[src/rtl/layer2_output_controller_pkg.sv]
// ============================================================================
// Module      : layer2_output_controller_pkg
// Description : Shared constants, default sizes and FSM encoding for the
//               second dense layer stage.
// Revision    : 1.0 - initial release
// ============================================================================
`default_nettype none

package layer2_output_controller_pkg;

    localparam logic TRUE  = 1'b1;
    localparam logic FALSE = 1'b0;

    localparam int LAYER_2_RELU_NODES    = 4;
    localparam int LAYER_2_OUTPUT_NODES  = 10;
    localparam int LAYER_2_IN_BIT_WIDTH  = 4;
    localparam int LAYER_2_WEIGHT_WIDTH  = 4;

    typedef enum logic [2:0] {
        ST_IDLE    = 3'd0,
        ST_CAPTURE = 3'd1,
        ST_MAC     = 3'd2,
        ST_BIAS    = 3'd3,
        ST_ARGMAX  = 3'd4,
        ST_DONE    = 3'd5
    } l2State_t;

endpackage

`default_nettype wire

[src/rtl/layer2_mac_lane.sv]
// ============================================================================
// Module      : layer2_mac_lane
// Description : One signed accumulator for a single output node.
// Revision    : 1.0 - initial release
// ============================================================================
`default_nettype none

module layer2_mac_lane
    import layer2_output_controller_pkg::*;
#(
    parameter int IN_WIDTH     = LAYER_2_IN_BIT_WIDTH,
    parameter int WEIGHT_WIDTH = LAYER_2_WEIGHT_WIDTH,
    parameter int ACC_WIDTH    = 12
) (
    input  logic                    clk,
    input  logic                    rst,
    input  logic                    i_clear,
    input  logic                    i_macEnable,
    input  logic                    i_biasEnable,
    input  logic [IN_WIDTH-1:0]     i_data,
    input  logic [WEIGHT_WIDTH-1:0] i_weight,
    input  logic [WEIGHT_WIDTH-1:0] i_bias,
    output logic [ACC_WIDTH-1:0]    o_acc
);

    logic [ACC_WIDTH-1:0] w_dataExt;
    logic [ACC_WIDTH-1:0] w_weightExt;
    logic [ACC_WIDTH-1:0] w_biasExt;
    logic [ACC_WIDTH-1:0] w_product;
    logic [ACC_WIDTH-1:0] r_acc;

    // Extending both operands to the full accumulator width keeps the
    // truncated product exact in two's complement.
    assign w_dataExt   = {{(ACC_WIDTH-IN_WIDTH){1'b0}}, i_data};
    assign w_weightExt = {{(ACC_WIDTH-WEIGHT_WIDTH){i_weight[WEIGHT_WIDTH-1]}}, i_weight};
    assign w_biasExt   = {{(ACC_WIDTH-WEIGHT_WIDTH){i_bias[WEIGHT_WIDTH-1]}}, i_bias};
    assign w_product   = w_dataExt * w_weightExt;

    always_ff @(posedge clk or posedge rst) begin
        if (rst) begin
            r_acc <= '0;
        end else if (i_clear) begin
            r_acc <= '0;
        end else if (i_macEnable) begin
            r_acc <= r_acc + w_product;
        end else if (i_biasEnable) begin
            r_acc <= r_acc + w_biasExt;
        end
    end

    assign o_acc = r_acc;

endmodule

`default_nettype wire

[src/rtl/layer2_output_controller.sv]
// ============================================================================
// Module      : layer2_output_controller
// Description : Output dense layer: capture, sequential MAC, bias, argmax.
// Revision    : 1.0 - initial release
// ============================================================================
`default_nettype none

module layer2_output_controller
    import layer2_output_controller_pkg::*;
#(
    parameter int RELU_NODES   = LAYER_2_RELU_NODES,
    parameter int OUTPUT_NODES = LAYER_2_OUTPUT_NODES,
    parameter int IN_WIDTH     = LAYER_2_IN_BIT_WIDTH,
    parameter int WEIGHT_WIDTH = LAYER_2_WEIGHT_WIDTH,
    localparam int ACC_WIDTH   = IN_WIDTH + WEIGHT_WIDTH + $clog2(RELU_NODES + 1) + 1,
    localparam int CLASS_WIDTH = $clog2(OUTPUT_NODES)
) (
    input  logic                             clk,
    input  logic                             reset,
    input  logic                             inputsReady,
    input  logic [RELU_NODES*IN_WIDTH-1:0]   layer1Output,
    output logic                             outputsRecieved,
    input  logic                             weightWriteEnable,
    input  logic                             biasWriteEnable,
    input  logic [9:0]                       WriteAddressSelect,
    input  logic [OUTPUT_NODES*WEIGHT_WIDTH-1:0] writeIn,
    input  logic                             classificationRecieved,
    output logic                             classificationReady,
    output logic [CLASS_WIDTH-1:0]           classification,
    output logic [OUTPUT_NODES*ACC_WIDTH-1:0] scores,
    output logic                             busy
);

    localparam int IDX_WIDTH = (RELU_NODES > 1) ? $clog2(RELU_NODES) : 1;

    l2State_t r_state;
    l2State_t w_nextState;

    logic                                w_capture;
    logic                                w_writeAllowed;
    logic                                w_lastIdx;
    logic                                w_lastNode;
    logic                                w_take;
    logic [RELU_NODES*IN_WIDTH-1:0]      r_inputs;
    logic [IN_WIDTH-1:0]                 w_inputsArr [RELU_NODES];
    logic [OUTPUT_NODES*WEIGHT_WIDTH-1:0] r_weights [RELU_NODES];
    logic [OUTPUT_NODES*WEIGHT_WIDTH-1:0] r_biases;
    logic [OUTPUT_NODES*WEIGHT_WIDTH-1:0] w_rowSel;
    logic [IDX_WIDTH-1:0]                r_idx;
    logic [CLASS_WIDTH-1:0]              r_argIdx;
    logic [CLASS_WIDTH-1:0]              r_bestIdx;
    logic [CLASS_WIDTH-1:0]              w_winIdx;
    logic [CLASS_WIDTH-1:0]              r_classification;
    logic [ACC_WIDTH-1:0]                r_bestScore;
    logic [ACC_WIDTH-1:0]                w_winScore;
    logic [ACC_WIDTH-1:0]                w_curAcc;
    logic [ACC_WIDTH-1:0]                w_accs [OUTPUT_NODES];
    logic [OUTPUT_NODES*ACC_WIDTH-1:0]   w_accFlat;
    logic [OUTPUT_NODES*ACC_WIDTH-1:0]   r_scores;

    assign w_capture      = (r_state == ST_IDLE) && inputsReady;
    assign w_writeAllowed = (r_state == ST_IDLE) || (r_state == ST_DONE);
    assign w_lastIdx      = (r_idx == IDX_WIDTH'(RELU_NODES - 1));
    assign w_lastNode     = (r_argIdx == CLASS_WIDTH'(OUTPUT_NODES - 1));

    // ---------------- FSM ----------------
    always_ff @(posedge clk or posedge reset) begin
        if (reset) begin
            r_state <= ST_IDLE;
        end else begin
            r_state <= w_nextState;
        end
    end

    always_comb begin
        w_nextState         = r_state;
        outputsRecieved     = FALSE;
        busy                = FALSE;
        classificationReady = FALSE;
        case (r_state)
            ST_IDLE: begin
                if (inputsReady) w_nextState = ST_CAPTURE;
            end
            ST_CAPTURE: begin
                outputsRecieved = TRUE;
                busy            = TRUE;
                w_nextState     = ST_MAC;
            end
            ST_MAC: begin
                busy = TRUE;
                if (w_lastIdx) w_nextState = ST_BIAS;
            end
            ST_BIAS: begin
                busy        = TRUE;
                w_nextState = ST_ARGMAX;
            end
            ST_ARGMAX: begin
                busy = TRUE;
                if (w_lastNode) w_nextState = ST_DONE;
            end
            ST_DONE: begin
                classificationReady = TRUE;
                if (classificationRecieved) w_nextState = ST_IDLE;
            end
            default: w_nextState = ST_IDLE;
        endcase
    end

    // ---------------- Weight / bias store ----------------
    always_ff @(posedge clk or posedge reset) begin
        if (reset) begin
            for (int i = 0; i < RELU_NODES; i++) r_weights[i] <= '0;
            r_biases <= '0;
        end else if (w_writeAllowed) begin
            if (weightWriteEnable && (WriteAddressSelect < 10'(RELU_NODES))) begin
                r_weights[WriteAddressSelect[IDX_WIDTH-1:0]] <= writeIn;
            end
            if (biasWriteEnable) begin
                r_biases <= writeIn;
            end
        end
    end

    // ---------------- MAC lanes ----------------
    generate
        for (genvar i = 0; i < RELU_NODES; i++) begin : g_unpackInputs
            assign w_inputsArr[i] = r_inputs[i*IN_WIDTH +: IN_WIDTH];
        end
    endgenerate

    assign w_rowSel = r_weights[r_idx];

    generate
        for (genvar k = 0; k < OUTPUT_NODES; k++) begin : g_lanes
            layer2_mac_lane #(
                .IN_WIDTH     (IN_WIDTH),
                .WEIGHT_WIDTH (WEIGHT_WIDTH),
                .ACC_WIDTH    (ACC_WIDTH)
            ) u_lane (
                .clk          (clk),
                .rst          (reset),
                .i_clear      (w_capture),
                .i_macEnable  (r_state == ST_MAC),
                .i_biasEnable (r_state == ST_BIAS),
                .i_data       (w_inputsArr[r_idx]),
                .i_weight     (w_rowSel[k*WEIGHT_WIDTH +: WEIGHT_WIDTH]),
                .i_bias       (r_biases[k*WEIGHT_WIDTH +: WEIGHT_WIDTH]),
                .o_acc        (w_accs[k])
            );
            assign w_accFlat[k*ACC_WIDTH +: ACC_WIDTH] = w_accs[k];
        end
    endgenerate

    // ---------------- Argmax ----------------
    // Node 0 always seeds the running best; strict compare keeps the lowest index on ties.
    assign w_curAcc   = w_accs[r_argIdx];
    assign w_take     = (r_argIdx == '0) || ($signed(w_curAcc) > $signed(r_bestScore));
    assign w_winIdx   = w_take ? r_argIdx : r_bestIdx;
    assign w_winScore = w_take ? w_curAcc : r_bestScore;

    always_ff @(posedge clk or posedge reset) begin
        if (reset) begin
            r_inputs         <= '0;
            r_idx            <= '0;
            r_argIdx         <= '0;
            r_bestIdx        <= '0;
            r_bestScore      <= '0;
            r_scores         <= '0;
            r_classification <= '0;
        end else begin
            if (w_capture) begin
                r_inputs <= layer1Output;
                r_idx    <= '0;
            end
            if (r_state == ST_MAC) begin
                r_idx <= r_idx + 1'b1;
            end
            if (r_state == ST_BIAS) begin
                r_argIdx <= '0;
            end
            if (r_state == ST_ARGMAX) begin
                r_argIdx    <= r_argIdx + 1'b1;
                r_bestIdx   <= w_winIdx;
                r_bestScore <= w_winScore;
                if (w_lastNode) begin
                    r_scores         <= w_accFlat;
                    r_classification <= w_winIdx;
                end
            end
        end
    end

    assign scores         = r_scores;
    assign classification = r_classification;

endmodule

`default_nettype wire

[config.mk]
export PLATFORM = sky130hd
export DESIGN_NAME = layer2_output_controller
export DESIGN_NICKNAME = d
export VERILOG_FILES = /design/src/rtl/layer2_output_controller_pkg.sv /design/src/rtl/layer2_mac_lane.sv /design/src/rtl/layer2_output_controller.sv
export SDC_FILE = /design/constraint.sdc
export NUM_CORES = 2
export LEC_CHECK = 0
export CORE_UTILIZATION = 40
export DETAILED_ROUTE_END_ITERATION = 10
export PLACE_DENSITY = 0.71
export SYNTH_ARGS = -nofsm -noshare
export SYNTH_HDL_FRONTEND = slang
export SYNTH_SLANG_ARGS = --single-unit
[constraint.sdc]
create_clock -name clk -period 17.65 [get_ports clk]
set_input_delay 3.53 -clock clk [delete_from_list [all_inputs] [get_ports clk]]
set_output_delay 3.53 -clock clk [all_outputs]
set_load 0.05 [all_outputs]
==> impl_results.md <==
* R2r setup slk at 10.88 ns
* Drt initial violations at 1538
* Commonest non-fill, non-tap cells in the layout: dfrtp_1 (481), nand2_1 (382), mux2_2 (325)
* Worst Max-Slew Pin Slew at about 1.2 ns
* CTS tree: yes
* CTS resizes at 0
* Layout Cells excl Fill at 4179
* Reg power frac at roughly 29%
* Cell Rows at around 100
* Sum Neg Setup Slack at 0 ns
* Initial antenna violation count at 8
* Setup crit start: r_idx[0]$_DFFE_PP0P_
* R2R Path Start: r_idx[0]$_DFFE_PP0P_
* Share of the synthesized area in the top cell type at approximately 39%
* Post-synth EDFFs at 0
* R2R cell count at 20
* Clock Power Share at 18.0%
* HP Class: flip-flop to flip-flop
* Status: completed
* DRT antenna net count at 0
* Hold path depth at 1
* VDD IR max at ~120 µV
* Placed insts at 4086
* Worst-path clk slew at 0.07 ns
* Primary FF master, synth: dfrtp_1
* Mapped Nets at about 3.4k
* Post-Syn Area at 31500 µm²
* # port buffers at approximately 200
* Mux cell area share after synthesis at 18.5%
* Kind of critical path: flip-flop to flip-flop
* # IOs at 199
* Most area-hungry cell type in the Yosys netlist: dfrtp_1
* Routed WL per cell at 18.7 µm
* Max-cap viol count at 0
* Vias in the first global route at 21.8k
* Cells after synthesis at 2948
* WP data required at 18.13 ns
* Final WL at 78000 µm
* Sequential share of the synthesized area at around 39%
* F_max at 0.148 GHz
* Sw Ratio at between 40% and 50%
* Pins Over Slew Limit at 0
* RSZ-0062 raised after global routing: no
* Post-synthesis xor/xnor area fraction at 2.08%
* Internal at 3.39 mW
* Pleak at about 17 nW
* Post-CTS Hold Buffers at 0
* CP arrival at 7.25 ns
* DRC errors left at 0
* Clock latency on the worst-skew pair at 0.60 ns
* CTS buffer count at 51
* Unique masters post-synth at between 60 and 70
* Die height at 283 µm
* Chip width at between 200 and 300 µm
* Critical R2R Capture: g_lanes[0].u_lane.o_acc[11]$_DFFE_PP0P_
* Clock sinks at 485
* Share of cells above drive strength 1 at 18.3%
* Crit path capture type: flip-flop
* Headroom to the max-slew limit at between 20% and 30%
* GRT Total Usage at approximately a fifth
* Comb power frac at 53.3%
* Synth area leaders: dfrtp_1 (39%), ha_1 (12%), mux2_2 (12%)
* Final hold violation count at 0
* Avg Cell Area, Syn at 10.7 µm²
* Pwr dens at between 150 and 200 nW/µm²
* Synth warn at 0
* Root Driver: clkbuf_16
* Area growth, synth to finish at 15.0%
* Core Area at just under 80000 µm²
* Max clock buf depth at 3
* Tcrit/Tclk final at 38.3%
* Overall power at between 6 and 7 mW
* Synth Area in Simple Gates at 10.3%
* Full die area at around 80000 µm²
* Clk_skew at roughly 0.028 ns
* Routed vias at between 20k and 25k
* TritonRoute pass-1 iters at 5
* WHS Endpoint: r_weights[20]$_DFFE_PP0P_
* HP Start: r_weights[20]$_DFFE_PP0P_
* Final HPWL DP at between 50000 and 60000 µm
* Yosys reg bits at 485
* Fraction of the mapped netlist area in adder cells at 15.6%
* Finish-stage setup viols at 0
* Sw Pwr at 2.78 mW
* First-pass GRT wire length at about 120000 µm
* Main combinational cell family by area after synthesis: multiplexers
* CP Launch Type: flip-flop
* Total congestion overflow at 0
* Max FO, Critical Path at 42
* Post-CTS Setup Repair Bufs at 0
* CTS H-tree lvls at 2
* Starting Density at roughly two fifths
* Synth Area in Compound Gates at 10.4%
* Tmin final at 6.77 ns
* Vias per cell at about 5.3
* Nets at 3527
* Fin util at 46.6%
* GP Congestion at approximately 0.92
* Ys async rst share at 100%
* Largest net degree at the start of global routing at 100
* Commonest non-fill, non-tap cell in the layout: dfrtp_1
-- cells in the mapped netlist (37+ instances only) --
library cell / n
mux4_2: 65
xnor2_1: 45
mux2_2: 325
and2_1: 61
fa_1: 60
inv_1: 236
mux2_4: 40
ha_1: 296
o21ai_0: 196
a21oi_1: 71
clkbuf_1: 79
dfrtp_1: 485
a211oi_1: 37
nor2_1: 109
nand2_1: 385
-- per-stage QoR --
step / hold slack (ns) / cell area (µm²) / worst slack (ns)
detailed placement: 0.489 / 34500 / 10.72
CTS: 0.503 / 36200 / 10.86
floorplan: 0.465 / 31500 / 0.586
finish: 0.502 / 36200 / 10.88
global route: 0.516 / 36200 / 10.46
global placement: 0.481 / 34500 / 10.73
-- cell type report --
type                            count  area [µm²]
Inverter                          236         893
Clock inverter                     18         216
Multi-Input combinational cell   2098       18000
Antenna cell                        1        2.50
Timing Repair Buffer              227        2200
Clock buffer                       74        1480
Tap cell                         1040        1300
Sequential cell                   485       12100
Fill cell                        7115       41500
-- logic make-up (layout without fill, tap and decap cells) --
logic type,Yosys count,after routing
XOR/XNOR,74,74
buffers and inverters,365,555
AO/OA/AOI/OAI,519,519
other,0,1
flip-flops,485,485
adder cells (fa/ha/maj),356,356
AND/OR/NAND/NOR,708,708
multiplexers,441,441
-- critical path, cell delays in order (launching register included) --
cell      delay (ns)
dfrtp_2         0.47
buf_4           0.71
mux4_2          0.59
buf_4           0.27
nand2_1         0.13
fa_1            0.44
fa_1            0.51
fa_1            0.46
inv_1           0.08
ha_1            0.23
a211oi_1        0.31
o21bai_1        0.13
and4_1          0.20
or3_1           0.49
ha_1            0.38
a21o_1          0.21
a21o_1          0.18
a221oi_1        0.34
xor2_1          0.13
a21o_1          0.19
a21o_1          0.17
-- how the worst max path moves through the flow --
stage | endpoint | slack (ns) | cells after the start
floorplan | classification[0]$_DFFE_PP0P_ | 0.59 | 1
global route | g_lanes[5].u_lane.o_acc[11]$_DFFE_PP0P_ | 10.46 | 22
CTS | g_lanes[0].u_lane.o_acc[11]$_DFFE_PP0P_ | 10.86 | 20
detailed placement | scores[53]$_DFFE_PP0P_ | 10.72 | 5
global placement | g_lanes[5].u_lane.o_acc[0]$_DFFE_PP0P_ | 10.73 | 5
finish | g_lanes[0].u_lane.o_acc[11]$_DFFE_PP0P_ | 10.88 | 20
-- sequential cells by signal, summed over array words and instances, names as in the netlist --
register and cells:
r_idx 2, r_biases 40, r_weights 160, scores 120
r_bestScore 12, classification 4, r_inputs 16, g_lanes.u_lane.o_acc 120
r_argIdx 4, r_bestIdx 4, r_state 3
-- metal layers --
| metal | GRT usage [%] | vias to the layer above | wire length (µm) |
|---|---|---|---|
| met5 | 0 | - | 81 |
| met4 | 4.89 | 12 | 1740 |
| met3 | 3.47 | 111 | 4260 |
| met2 | 30.1 | 512 | 34500 |
| met1 | 28.6 | 11000 | 37400 |
| li1 | - | 10700 | - |
-- power groups by stage --
stage	Combinational, mW	Clock [mW]	Sequential, mW
after floorplan	2.13	0	1.96
after global placement	3.21	0	1.79
after detailed placement	3.26	0	1.80
after CTS	3.28	1.13	1.78
after global routing	3.61	1.17	1.82
final	3.29	1.11	1.78
Note: power is estimated with default switching activity, not from simulation.
